===== config.mk =====
export PLATFORM = sky130hd
export DESIGN_NAME = fwd_hazard_unit
export DESIGN_NICKNAME = d
export VERILOG_FILES = /design/src/rtl/fwd_pkg.sv /design/src/rtl/fwd_match.sv /design/src/rtl/fwd_hazard_unit.sv
export SDC_FILE = /design/constraint.sdc
export NUM_CORES = 1
export LEC_CHECK = 0
export ABC_AREA = 1
export CAP_MARGIN = 25
export CORE_ASPECT_RATIO = 1.2
export CORE_MARGIN = 1
export CORE_UTILIZATION = 60
export CTS_CLUSTER_SIZE = 40
export DETAILED_ROUTE_END_ITERATION = 6
export DONT_BUFFER_PORTS = 1
export PLACE_DENSITY = 0.76
export SLEW_MARGIN = 30
export SYNTH_ARGS = -nofsm -noshare
export SYNTH_HDL_FRONTEND = slang
export SYNTH_SLANG_ARGS = --single-unit

===== constraint.sdc =====
create_clock -name clk -period 2.6 [get_ports clk]
set_clock_uncertainty 0.1 [all_clocks]
set_input_delay 0.39 -clock clk [delete_from_list [all_inputs] [get_ports clk]]
set_output_delay 0.39 -clock clk [all_outputs]
set_load 0.05 [all_outputs]

===== src/rtl/fwd_pkg.sv =====
// Shared definitions for the forwarding / hazard unit.
//   STG_*   : stage indices of the tracked pipeline (0 = EXE, 1 = MEM, 2 = WB)
//   FWD_RF  : select encoding meaning "take operand from the register file"
//   REG_PC  : architectural PC register, never forwarded
//   TAG_AW  : widest register address a tag can carry
//   tag_t   : per-stage destination tag {valid, load, destination}
package fwd_pkg;

   localparam int STG_EXE = 0;
   localparam int STG_MEM = 1;
   localparam int STG_WB  = 2;

   localparam int FWD_RF  = 0;
   localparam int REG_PC  = 15;

   // Tags store the destination zero-extended to this width so a single
   // struct type serves any register address width up to TAG_AW.
   localparam int TAG_AW  = 8;

   typedef struct packed {
      logic              v;
      logic              ld;
      logic [TAG_AW-1:0] dst;
   } tag_t;

endpackage


===== src/rtl/fwd_match.sv =====
// Priority match of one source operand against all tracked stage tags.
// Ports:
//   tags   in   NSTG tags, index 0 = youngest (EXE)
//   src    in   source register address
//   used   in   operand address is meaningful
//   sel    out  0 = register file, i+1 = result of stage i (youngest match)
//   hazard out  youngest match is a load whose data is not yet forwardable
module fwd_match
   import fwd_pkg::*;
#(
   parameter int AW         = 4,
   parameter int NSTG       = 3,
   parameter int LOAD_AVAIL = 1,
   parameter int NOFWD_REG  = REG_PC,
   parameter int SW         = $clog2(NSTG+1)
) (
   input  tag_t [NSTG-1:0] tags,
   input  logic [AW-1:0]   src,
   input  logic            used,
   output logic [SW-1:0]   sel,
   output logic            hazard
);

   logic [TAG_AW-1:0] src_ext;
   logic              fwd_ok;

   assign src_ext = TAG_AW'(src);
   assign fwd_ok  = used && (src != AW'(NOFWD_REG));

   // Walk from oldest to youngest so the youngest match is written last
   // and wins; the hazard bit is taken from that same match only.
   always_comb begin
      sel    = SW'(FWD_RF);
      hazard = 1'b0;
      for (int i = NSTG-1; i >= 0; i--) begin
         if (fwd_ok && tags[i].v && (tags[i].dst == src_ext)) begin
            sel    = SW'(i + 1);
            hazard = tags[i].ld && (i < LOAD_AVAIL);
         end
      end
   end

endmodule


===== src/rtl/fwd_hazard_unit.sv =====
// Forwarding and load-use hazard unit for the pipelined core.
// Tracks destination tags for EXE..WB, produces per-operand forwarding
// selects for the instruction in decode, a load-use stall and a
// saturating stall-cycle counter.
// Ports:
//   clk, rst_n   clock (rising edge), synchronous active-low reset
//   iss_valid    decode holds a valid instruction requesting issue
//   iss_wen      instruction writes a register
//   iss_dst      destination register
//   iss_load     instruction is a load
//   src_addr     packed source addresses, operand k at [k*AW +: AW]
//   src_used     per-operand address-meaningful mask
//   flush        kill decode and EXE
//   fwd_sel      packed selects, operand k at [k*SW +: SW]
//   stall        hold decode/fetch this cycle
//   stall_cnt    saturating count of stall cycles
module fwd_hazard_unit
   import fwd_pkg::*;
#(
   parameter int NSRC       = 3,
   parameter int AW         = 4,
   parameter int NSTG       = 3,
   parameter int LOAD_AVAIL = 1,
   parameter int NOFWD_REG  = REG_PC,
   parameter int CW         = 16,
   parameter int SW         = $clog2(NSTG+1)
) (
   input  logic               clk,
   input  logic               rst_n,
   input  logic               iss_valid,
   input  logic               iss_wen,
   input  logic [AW-1:0]      iss_dst,
   input  logic               iss_load,
   input  logic [NSRC*AW-1:0] src_addr,
   input  logic [NSRC-1:0]    src_used,
   input  logic               flush,
   output logic [NSRC*SW-1:0] fwd_sel,
   output logic               stall,
   output logic [CW-1:0]      stall_cnt
);

   if (LOAD_AVAIL >= NSTG || NSTG < 1 || NSRC < 1) begin : g_bad_cfg
      $error("fwd_hazard_unit: need NSTG >= 1, NSRC >= 1, LOAD_AVAIL < NSTG");
   end
   if (AW > TAG_AW || SW < $clog2(NSTG+1)) begin : g_bad_width
      $error("fwd_hazard_unit: AW exceeds tag width or SW too narrow");
   end

   tag_t [NSTG-1:0] tag_q;
   logic [NSRC-1:0] haz;
   logic [CW-1:0]   cnt_q;
   logic            accept;

   for (genvar k = 0; k < NSRC; k++) begin : g_src
      fwd_match #(
         .AW         (AW),
         .NSTG       (NSTG),
         .LOAD_AVAIL (LOAD_AVAIL),
         .NOFWD_REG  (NOFWD_REG),
         .SW         (SW)
      ) u_match (
         .tags   (tag_q),
         .src    (src_addr[k*AW +: AW]),
         .used   (src_used[k]),
         .sel    (fwd_sel[k*SW +: SW]),
         .hazard (haz[k])
      );
   end

   // flush overrides stall: the decode instruction is being killed anyway.
   assign stall     = iss_valid & ~flush & (|haz);
   assign accept    = iss_valid & ~stall & ~flush;
   assign stall_cnt = cnt_q;

   always_ff @(posedge clk) begin
      if (!rst_n) begin
         tag_q <= '0;
         cnt_q <= '0;
      end else begin
         for (int i = NSTG-1; i > STG_EXE; i--) begin
            tag_q[i] <= tag_q[i-1];
            // The EXE instruction moving into MEM is killed along with decode.
            if (i == STG_MEM && flush) begin
               tag_q[i].v <= 1'b0;
            end
         end
         if (accept) begin
            tag_q[STG_EXE] <= '{v: iss_wen, ld: iss_load, dst: TAG_AW'(iss_dst)};
         end else begin
            tag_q[STG_EXE] <= '0;
         end
         if (stall && (cnt_q != '1)) begin
            cnt_q <= cnt_q + 1'b1;
         end
      end
   end

endmodule


# After elaboration in Yosys (flattened, before gate mapping)
# Cells that the tools add are included.
dict set report op_classes {
  addsub 1
  eq_ne 13
  mux 12
  n_bitwise 7
  reduce_logical 25
}
# op count
set ops {}
lappend ops {{$eq 8x4->1} 9}
lappend ops {{$logic_and 1x1->1} 22}
lappend ops {{$mux 2} 9}
lappend ops {{$add 16x1->16 const B} 1}
lappend ops {{$ne 16x16->1 const B} 1}
lappend ops {{$ne 4x4->1 const B} 3}
lappend ops {{$and 1x1->1} 4}
lappend ops {{$mux 1} 3}
lappend ops {{$not 1->1} 3}
lappend ops {{$reduce_or 3->1} 1}
lappend ops {{$reduce_and 2->1} 1}
lappend ops {{$reduce_or 2->1} 1}
dict set report word_totals {
  regBits 44
  output_inout_bits 23
  wordCells 67
}

# Longest topological paths before layout
# Gate-level depths: netlist (run 1).
dict set report logic_depth {
  word_depth 11
  ltp_mapped 13
  ltp_nobuf 12
}

# Modules after synthesis
# A second synthesis (run 1) with hierarchy kept.
dict set report hier_totals {
  hier_cells 477
  area_unflattened_um2 2613.8
}
# module instances cells_per_inst area_per_inst_um2 seq_area_each_um2
set modules_own_cells {}
lappend modules_own_cells {fwd_hazard_unit 1 216 1536.5 680.7}
lappend modules_own_cells {fwd_match 3 87 359.1 0.0}

# Worst setup path before layout (run 1)
# No wires, ideal clock.
dict set report synth_path {
  kind {input to output}
  startpoint {input src_addr[11]}
  endpoint {output fwd_sel[5]}
  arrival_time_ns 2.006
  required_ns 2.110
  path_slack_ns 0.104
  path_stages 5
  path_buffers 0
  cell_sequence {nand2_1 > o21ai_1 > a221oi_1 > nand3_1 > a21boi_0}
}
dict set report synth_via {
  elab_chain_cells 7
  word_cells_on_any_way 14
  classes_between {eq/ne: 4; mux: 3; reduce/logical: 7}
}
# item line_no
set synth_lines {}
lappend synth_lines {{start, declared} fwd_hazard_unit.sv:34} ;# input logic [NSRC*AW-1:0] src_addr,
lappend synth_lines {{$ne 4x4->1} fwd_match.sv:28} ;# assign fwd_ok = used && (src != AW'(NOFWD_REG));
lappend synth_lines {{$logic_and 1x1->1} fwd_match.sv:28}
lappend synth_lines {{$logic_and 1x1->1 (2 in a row)} fwd_match.sv:36} ;# if (fwd_ok && tags[i].v && (tags[i].dst == src_ext)) begin
lappend synth_lines {{$mux 2 (2 in a row)} fwd_match.sv:36}
lappend synth_lines {{$mux 2 (*)} fwd_match.sv:36}
lappend synth_lines {{end, declared} fwd_hazard_unit.sv:37} ;# output logic [NSRC*SW-1:0] fwd_sel,
# Every way passes the cells marked *; elsewhere a longest branch is shown, timed or not.

# Final worst setup path (run 1)
dict set report layout_path {
  startpoint {register tag_q[0] (netlist bit)}
  endpoint {output stall}
}
dict set report layout_via {
  elab_chain_cells 5
  word_cells_on_any_way 11
  classes_between {eq/ne: 3; mux: 3; bitwise: 1; reduce/logical: 4}
}
# item line_no
set layout_lines {}
lappend layout_lines {{start, declared} fwd_hazard_unit.sv:49} ;# tag_t [NSTG-1:0] tag_q;
lappend layout_lines {{start signal, assigned by index} fwd_hazard_unit.sv:81} ;# tag_q[i] <= tag_q[i-1];
lappend layout_lines {{start signal, assigned by index} fwd_hazard_unit.sv:88} ;# tag_q[STG_EXE] <= '{v: iss_wen, ld: iss_load, dst: TAG_AW'(iss_dst)};
lappend layout_lines {{$eq 8x4->1} fwd_match.sv:36}
lappend layout_lines {{$logic_and 1x1->1} fwd_match.sv:36}
lappend layout_lines {{$mux 1} fwd_match.sv:36}
lappend layout_lines {{$reduce_or 3->1 (*)} fwd_hazard_unit.sv:71} ;# assign stall = iss_valid & ~flush & (|haz);
lappend layout_lines {{$and 1x1->1 (*)} fwd_hazard_unit.sv:71}
lappend layout_lines {{end, declared} fwd_hazard_unit.sv:38} ;# output logic stall,
# Marked as above.

==> flow_summary.json, run 1 <==
{
  "finalNetCount": 404,
  "synth_mux_area_share_pct": 0,
  "hold_path_startpoint": "flush",
  "post_synth_and_or_nand_nor_area_fraction_pct": 41.3,
  "chipWidth_um": 56.7,
  "cts.hold.buffers_added": 0,
  "routed-via-count": 2212,
  "criticalPathCategory": "reg -> out",
  "finalSetupTns_ns": 0,
  "postCtsSetupBuffers": 0,
  "cts.root.buffer_cell": "sky130_fd_sc_hd__clkbuf_8",
  "timing_worst_slew_pin_value_ns": 0.554,
  "synthesis.area_um2": 2160,
  "antenna-diode-count": 0,
  "grt_max_degree": 26,
  "first_pass_iters": 6,
  "initial_antenna_violation_count": 0,
  "synthAdderAreaFrac_pct": 0.580,
  "startpoint_types": "flop",
  "mean_instance_size_in_the_synthesized_netlist_um2": 5.99,
  "setup_repair_after_global_routing_missed_its_margin": "false",
  "synth_largest_area_cell": "sky130_fd_sc_hd__dfxtp_1",
  "leakage_power_of_the_design_nw": 1.26,
  "cp_data_arrival_time_ns": 1.90,
  "synth_compound_area_share_pct": 8.65,
  "tritoncts": "done",
  "drc_errors": 6,
  "run_status": "complete, but fails checks",
  "violations": "DRC",
  "gr-total-overflow": 0,
  "reg2reg_from": "tag_q[0]$_SDFF_PN0_",
  "critical-path-top-delay-family": "simple AND/OR/NAND/NOR gates",
  "worst_hold_path.endpoint": "tag_q[19]$_SDFF_PP0_",
  "setup_viol": 0,
  "final_critical_path_setup_slack_ns": 0.208,
  "crit_slowest_cell": "sky130_fd_sc_hd__dfxtp_1",
  "ys_types": 37,
  "placement.io_buffers": 0,
  "critical_path.most_common_cell": "sky130_fd_sc_hd__nand2_1",
  "grt_first_pass_wirelength_um": 8420,
  "ff2ff_path_depth": 11,
  "hold_path_class": "in -> reg",
  "cell_chain_critical_path": "inv_2, nand2_1, nand2_1, clkinv_1, nand2_1, nor2_2, nand3_1, nand3_2, nand2_2, clkinvlp_4",
  "slew_violations": 0,
  "max_stage_delay_ns": 0.37,
  "worst-path-stages": 10,
  "irDropWorstVdd_mv": 0.344,
  "postSynthNetCount": 386,
  "worstPathMaxFanout": 13,
  "row_count": 23,
  "routedWlPerCell_um": 13.3,
  "floorplan.die_area_um2": 3840,
  "die_h_um": 67.7,
  "route.detailed.vias_per_inst": 5.33,
  "clk-insertion-delay-late_ns": 0.28,
  "ys_seq_elements": 32,
  "placeableCoreArea_um2": 3400,
  "cts-root-to-sink-buffers": 2,
  "period_needed_ns": 2.39,
  "synth-warning-count": 0,
  "seq_area_frac_synth_pct": 29.7,
  "cts_made_buffers": 5,
  "cts_resized": 0,
  "achievable-frequency_mhz": 418,
  "final_cell_mix": "109 x sky130_fd_sc_hd__nand2_1, 58 x sky130_fd_sc_hd__inv_1, 52 x sky130_fd_sc_hd__nor2_1",
  "areaGrowthSynthToFinish_pct": 10.3,
  "hpwlAfterDp_um": 4330,
  "min_path_cells": 1,
  "path_clk_slew_ns": 0.06,
  "worst_slew_margin_rel_pct": 63.0,
  "cap_violations": 0,
  "starting_drt_drc_count": 120,
  "p_per_area_nw_per_um2": 389,
  "cts-htree-levels": 2,
  "postRouteAntennaNets": 0,
  "synth_top_area_share_pct": 29.7,
  "routed_wirelength_um": 5510,
  "synth_top_family_by_area": "simple AND/OR/NAND/NOR gates",
  "crit-reg2reg-capture": "stall_cnt[1]$_SDFFE_PN0P_",
  "cp-end-kind": "output pin",
  "xor_xnor_fraction_of_synth_area_pct": 5.69,
  "post-route-period-util_pct": 92.0,
  "timing.critical_path.required_ns": 2.11,
  "clock-sinks": 32,
  "cells_after_synthesis": 360,
  "netlist_top_cells_area": "sky130_fd_sc_hd__dfxtp_1 30%, sky130_fd_sc_hd__nand2_1 19%, sky130_fd_sc_hd__inv_1 10%",
  "pre_cts_ws_ns": 0.449,
  "weighted_congestion_reported_at_the_end_of_routability_driven_placement": 1.01,
  "ioPinCount": 48,
  "crit_buf_inv": 3,
  "drive_gt1_share_pct": 12.7,
  "report.final.hold_viol_count": 0,
  "track_usage_pct": 29.3,
  "grt_pass1_vias": 2007,
  "final_common_cell": "sky130_fd_sc_hd__nand2_1",
  "regToRegSetupSlack_ns": 0.71,
  "initial_core_utilization_pct": 63.5
}
## worst max-delay path by stage
stage / startpoint / end
global route: tag_q[0]$_SDFF_PN0_ / stall
CTS: tag_q[0]$_SDFF_PN0_ / stall
global placement: tag_q[0]$_SDFF_PN0_ / stall
detailed placement: tag_q[0]$_SDFF_PN0_ / stall
finish: tag_q[0]$_SDFF_PN0_ / stall
floorplan: src_addr[11] / fwd_sel[5]
## layout make-up
| type | instances | area (um^2) |
|---|---|---|
| multi-input cells | 251 | 1210 |
| fillers | 333 | 1020 |
| flip-flops and latches | 32 | 641 |
| inverters | 71 | 270 |
| repair buffers | 17 | 128 |
| clock buffers | 6 | 72.6 |
| well taps | 37 | 46.3 |
| clock inverters | 1 | 5.00 |
## state kept, by name, indices dropped and copies added (netlist names)
| signal | cells |
|---|---|
| tag_q | 16 |
| stall_cnt | 16 |
## where the power goes
part	internal [mW]	switching, mW
Clock	0.182	0.175
Combinational	0.0251	0.0417
Sequential	0.495	0.00608
Total	0.701	0.223
## synth_stat cells, drive strengths merged
cell	n
nand4	12
a221oi	2
dfxtp	32
o21a	1
xnor2	2
a21boi	3
o211ai	2
nor2	55
o22ai	4
a21oi	6
inv	70
xor2	12
or2	1
nor4	1
clkinv	1
o21ai	9
ha	1
buf	5
nand3	21
nand2	112
o2111ai	1
a211oi	1
clkbuf	1
nor3	5
## layer usage
metal  track usage (%)  wire length [um]
met5                 0                 0
met4              15.9               212
met3              6.90               287
met2              58.3              2910
met1              27.5              2110
## logic make-up (layout without fill, tap and decap cells)
kind of cell,count (synthesis),count (layout)
adder cells (fa/ha/maj),1,1
AO/OA/AOI/OAI,29,29
buffers and inverters,77,95
XOR/XNOR,14,14
AND/OR/NAND/NOR,207,207
flip-flops,32,32
## through the flow
stage	utilization [%]	hold WS, ns	instances	area (um^2)	power, mW
detailed placement	67.5	0.359	408	2290	0.577
global route	70.0	0.0780	415	2380	0.961
CTS	69.8	0.0789	415	2370	0.932
floorplan	-	0.326	360	2160	0.570
global placement	67.5	0.358	408	2290	0.577
finish	70.0	0.0812	415	2380	0.924
Power figures use the tool's default switching activity.
==> run 2: changes to the inputs <==
--- a/config.mk
+++ b/config.mk
@@ -10,9 +10,11 @@
 export CORE_ASPECT_RATIO = 1.2
 export CORE_MARGIN = 1
 export CORE_UTILIZATION = 60
+export CTS_CLUSTER_DIAMETER = 30
 export CTS_CLUSTER_SIZE = 40
 export DETAILED_ROUTE_END_ITERATION = 6
 export DONT_BUFFER_PORTS = 1
+export GPL_TIMING_DRIVEN = 0
 export PLACE_DENSITY = 0.76
 export SLEW_MARGIN = 30
 export SYNTH_ARGS = -nofsm -noshare
==> run 2 against run 1 <==
Against the previous run: largest power group unchanged; combinational power increased by 9.3%; final area decreased by 3.2%; critical path type is now reg -> reg; first-iteration DRC count increased by 31%; non-clock buffer count decreased by 11; the run still ends with DRC left.
==> flow_summary.json, run 2 (same netlist as run 1, synthesis figures left out) <==
{
  "worst_slew_margin_rel_pct": 57.2,
  "irDropWorstVdd_mv": 0.300,
  "ioPinCount": 48,
  "cell_chain_critical_path": "ha_1, nand2_1, nor2_2, nand2_2, nor2_4, nand2_2, nand3_4, buf_6, nand2_1, nand2_1, nor2_1",
  "grt_max_degree": 11,
  "regToRegSetupSlack_ns": 0.22,
  "startpoint_types": "flop",
  "areaGrowthSynthToFinish_pct": 6.79,
  "leakage_power_of_the_design_nw": 1.21,
  "track_usage_pct": 28.9,
  "row_count": 23,
  "timing_worst_slew_pin_value_ns": 0.641,
  "grt_first_pass_wirelength_um": 8350,
  "setup_viol": 0,
  "ff2ff_path_depth": 11,
  "report.final.hold_viol_count": 0,
  "slew_violations": 0,
  "chipWidth_um": 56.7,
  "postRouteAntennaNets": 0,
  "drive_gt1_share_pct": 10.1,
  "period_needed_ns": 2.38,
  "floorplan.die_area_um2": 3840,
  "cts.root.buffer_cell": "sky130_fd_sc_hd__clkbuf_8",
  "post-route-period-util_pct": 91.4,
  "max_stage_delay_ns": 0.69,
  "run_status": "complete, but fails checks",
  "min_path_cells": 1,
  "routed-via-count": 2158,
  "critical_path.most_common_cell": "sky130_fd_sc_hd__nand2_1",
  "crit-reg2reg-capture": "stall_cnt[10]$_SDFFE_PN0P_",
  "postCtsSetupBuffers": 0,
  "crit_slowest_cell": "sky130_fd_sc_hd__dfxtp_1",
  "placeableCoreArea_um2": 3400,
  "clock-sinks": 32,
  "power.sequential.fraction_pct": 51.6,
  "cp-end-kind": "flop",
  "timing.critical_path.required_ns": 2.68,
  "cap_violations": 0,
  "switching_share_pct": 24.6,
  "criticalPathCategory": "reg -> reg",
  "cts-htree-levels": 2,
  "final_common_cell": "sky130_fd_sc_hd__nand2_1",
  "gr-max-usage-layer": "met2",
  "crit_start": "stall_cnt[1]$_SDFFE_PN0P_",
  "cell_internal_pwr_uw": 732,
  "cts_made_buffers": 5,
  "violations": "DRC",
  "hold_path_class": "in -> reg",
  "placement.io_buffers": 0,
  "setup_repair_after_global_routing_missed_its_margin": "false",
  "grt_util_met1_pct": 29.0,
  "antenna-diode-count": 0,
  "p_per_area_nw_per_um2": 422,
  "path_clk_slew_ns": 0.07,
  "final_cell_mix": "110 x sky130_fd_sc_hd__nand2_1, 59 x sky130_fd_sc_hd__inv_1, 52 x sky130_fd_sc_hd__nor2_1",
  "fin_total_pwr_uw": 971,
  "starting_drt_drc_count": 157,
  "part_of_the_total_power_dissipated_in_combinational_logic_pct": 7.5,
  "route.detailed.vias_per_inst": 5.33,
  "weighted_congestion_reported_at_the_end_of_routability_driven_placement": 0.938,
  "tritoncts": "done",
  "gr-usage-met2_pct": 57.4,
  "clk-insertion-delay-late_ns": 0.28,
  "initial_antenna_violation_count": 0,
  "reg2reg_from": "stall_cnt[1]$_SDFFE_PN0P_",
  "die_h_um": 67.7,
  "grt_pass1_vias": 1945,
  "finalNetCount": 393,
  "routed_wirelength_um": 5210,
  "hpwlAfterDp_um": 4090,
  "layout.filler_cells": 332,
  "achievable-frequency_mhz": 421,
  "worstPathMaxFanout": 10,
  "initial_core_utilization_pct": 63.5,
  "clkPwrFrac_pct": 40.9,
  "first_pass_iters": 6,
  "drc_errors": 6,
  "globalRouteMet3Util_pct": 6.32,
  "power_switching_uw": 239,
  "routedWlPerCell_um": 12.9,
  "timing.critical_path.to": "stall_cnt[10]$_SDFFE_PN0P_",
  "fin_worst_hold_slack_ns": 0.0791,
  "cts-root-to-sink-buffers": 2,
  "cp_data_arrival_time_ns": 2.46,
  "gr-total-overflow": 0
}
## run 2: per-layer routing
metal | routed length (um) | vias to the layer above
met5 | 0 | -
met1 | 2010 | 958
met3 | 301 | 9
li1 | - | 1116
met4 | 89 | 0
met2 | 2810 | 75
## run 2: power groups by stage
stage          registers [mW]  clock network (mW)  logic, mW
6_report                0.501               0.397     0.0730
2_1_floorplan           0.510                   0     0.0604
5_1_grt                 0.501               0.423     0.0832
4_1_cts                 0.501               0.400     0.0728
3_3_place_gp            0.512                   0     0.0718
3_5_place_dp            0.512                   0     0.0726
## run 2: metrics by stage
step           cells  TNS [ns]  utilization (%)  setup WS [ns]  instance area [um^2]
2_1_floorplan    360         0                -          0.104                  2160
3_3_place_gp     397   -0.0384             64.8        -0.0384                  2200
3_5_place_dp     397         0             64.8          0.233                  2200
4_1_cts          405         0             67.6         0.0355                  2290
5_1_grt          405         0             67.8         0.0716                  2300
6_report         405         0             67.8          0.223                  2300
## run 2: worst min path at each step
stage / slack [ns] / startpoint / end
after floorplan: 0.33 / tag_q[19]$_SDFF_PP0_ / tag_q[29]$_SDFF_PN0_
after global placement: 0.36 / tag_q[11]$_SDFF_PN0_ / tag_q[21]$_SDFF_PN0_
after detailed placement: 0.36 / tag_q[11]$_SDFF_PN0_ / tag_q[21]$_SDFF_PN0_
after CTS: 0.07 / flush / tag_q[19]$_SDFF_PP0_
after global routing: 0.07 / flush / tag_q[19]$_SDFF_PP0_
final: 0.08 / flush / tag_q[19]$_SDFF_PP0_
## run 2: final cells by class
cell class	count	area (um^2)	share of cell area (%)
Buffer	6	36.3	1.58
Clock buffer	6	82.6	3.59
Clock inverter	2	10.0	0.435
Inverter	71	267	11.6
Multi-Input combinational cell	251	1220	53.0
Sequential cell	32	641	27.8
Tap cell	37	46.3	2.01
## run 2: worst max-delay path: cells and delay by family, from the launching register on
kind | cells | cell delay, ns
AND/OR/NAND/NOR | 9 | 1.03
flip-flops | 1 | 0.69
adder cells (fa/ha/maj) | 1 | 0.29
buffers and inverters | 1 | 0.16
## run 2: repair_timing
action | CTS | global route
resized for setup | 0 | 2
hold buffers | 0 | 0
endpoints found under the setup margin | 0 | 2
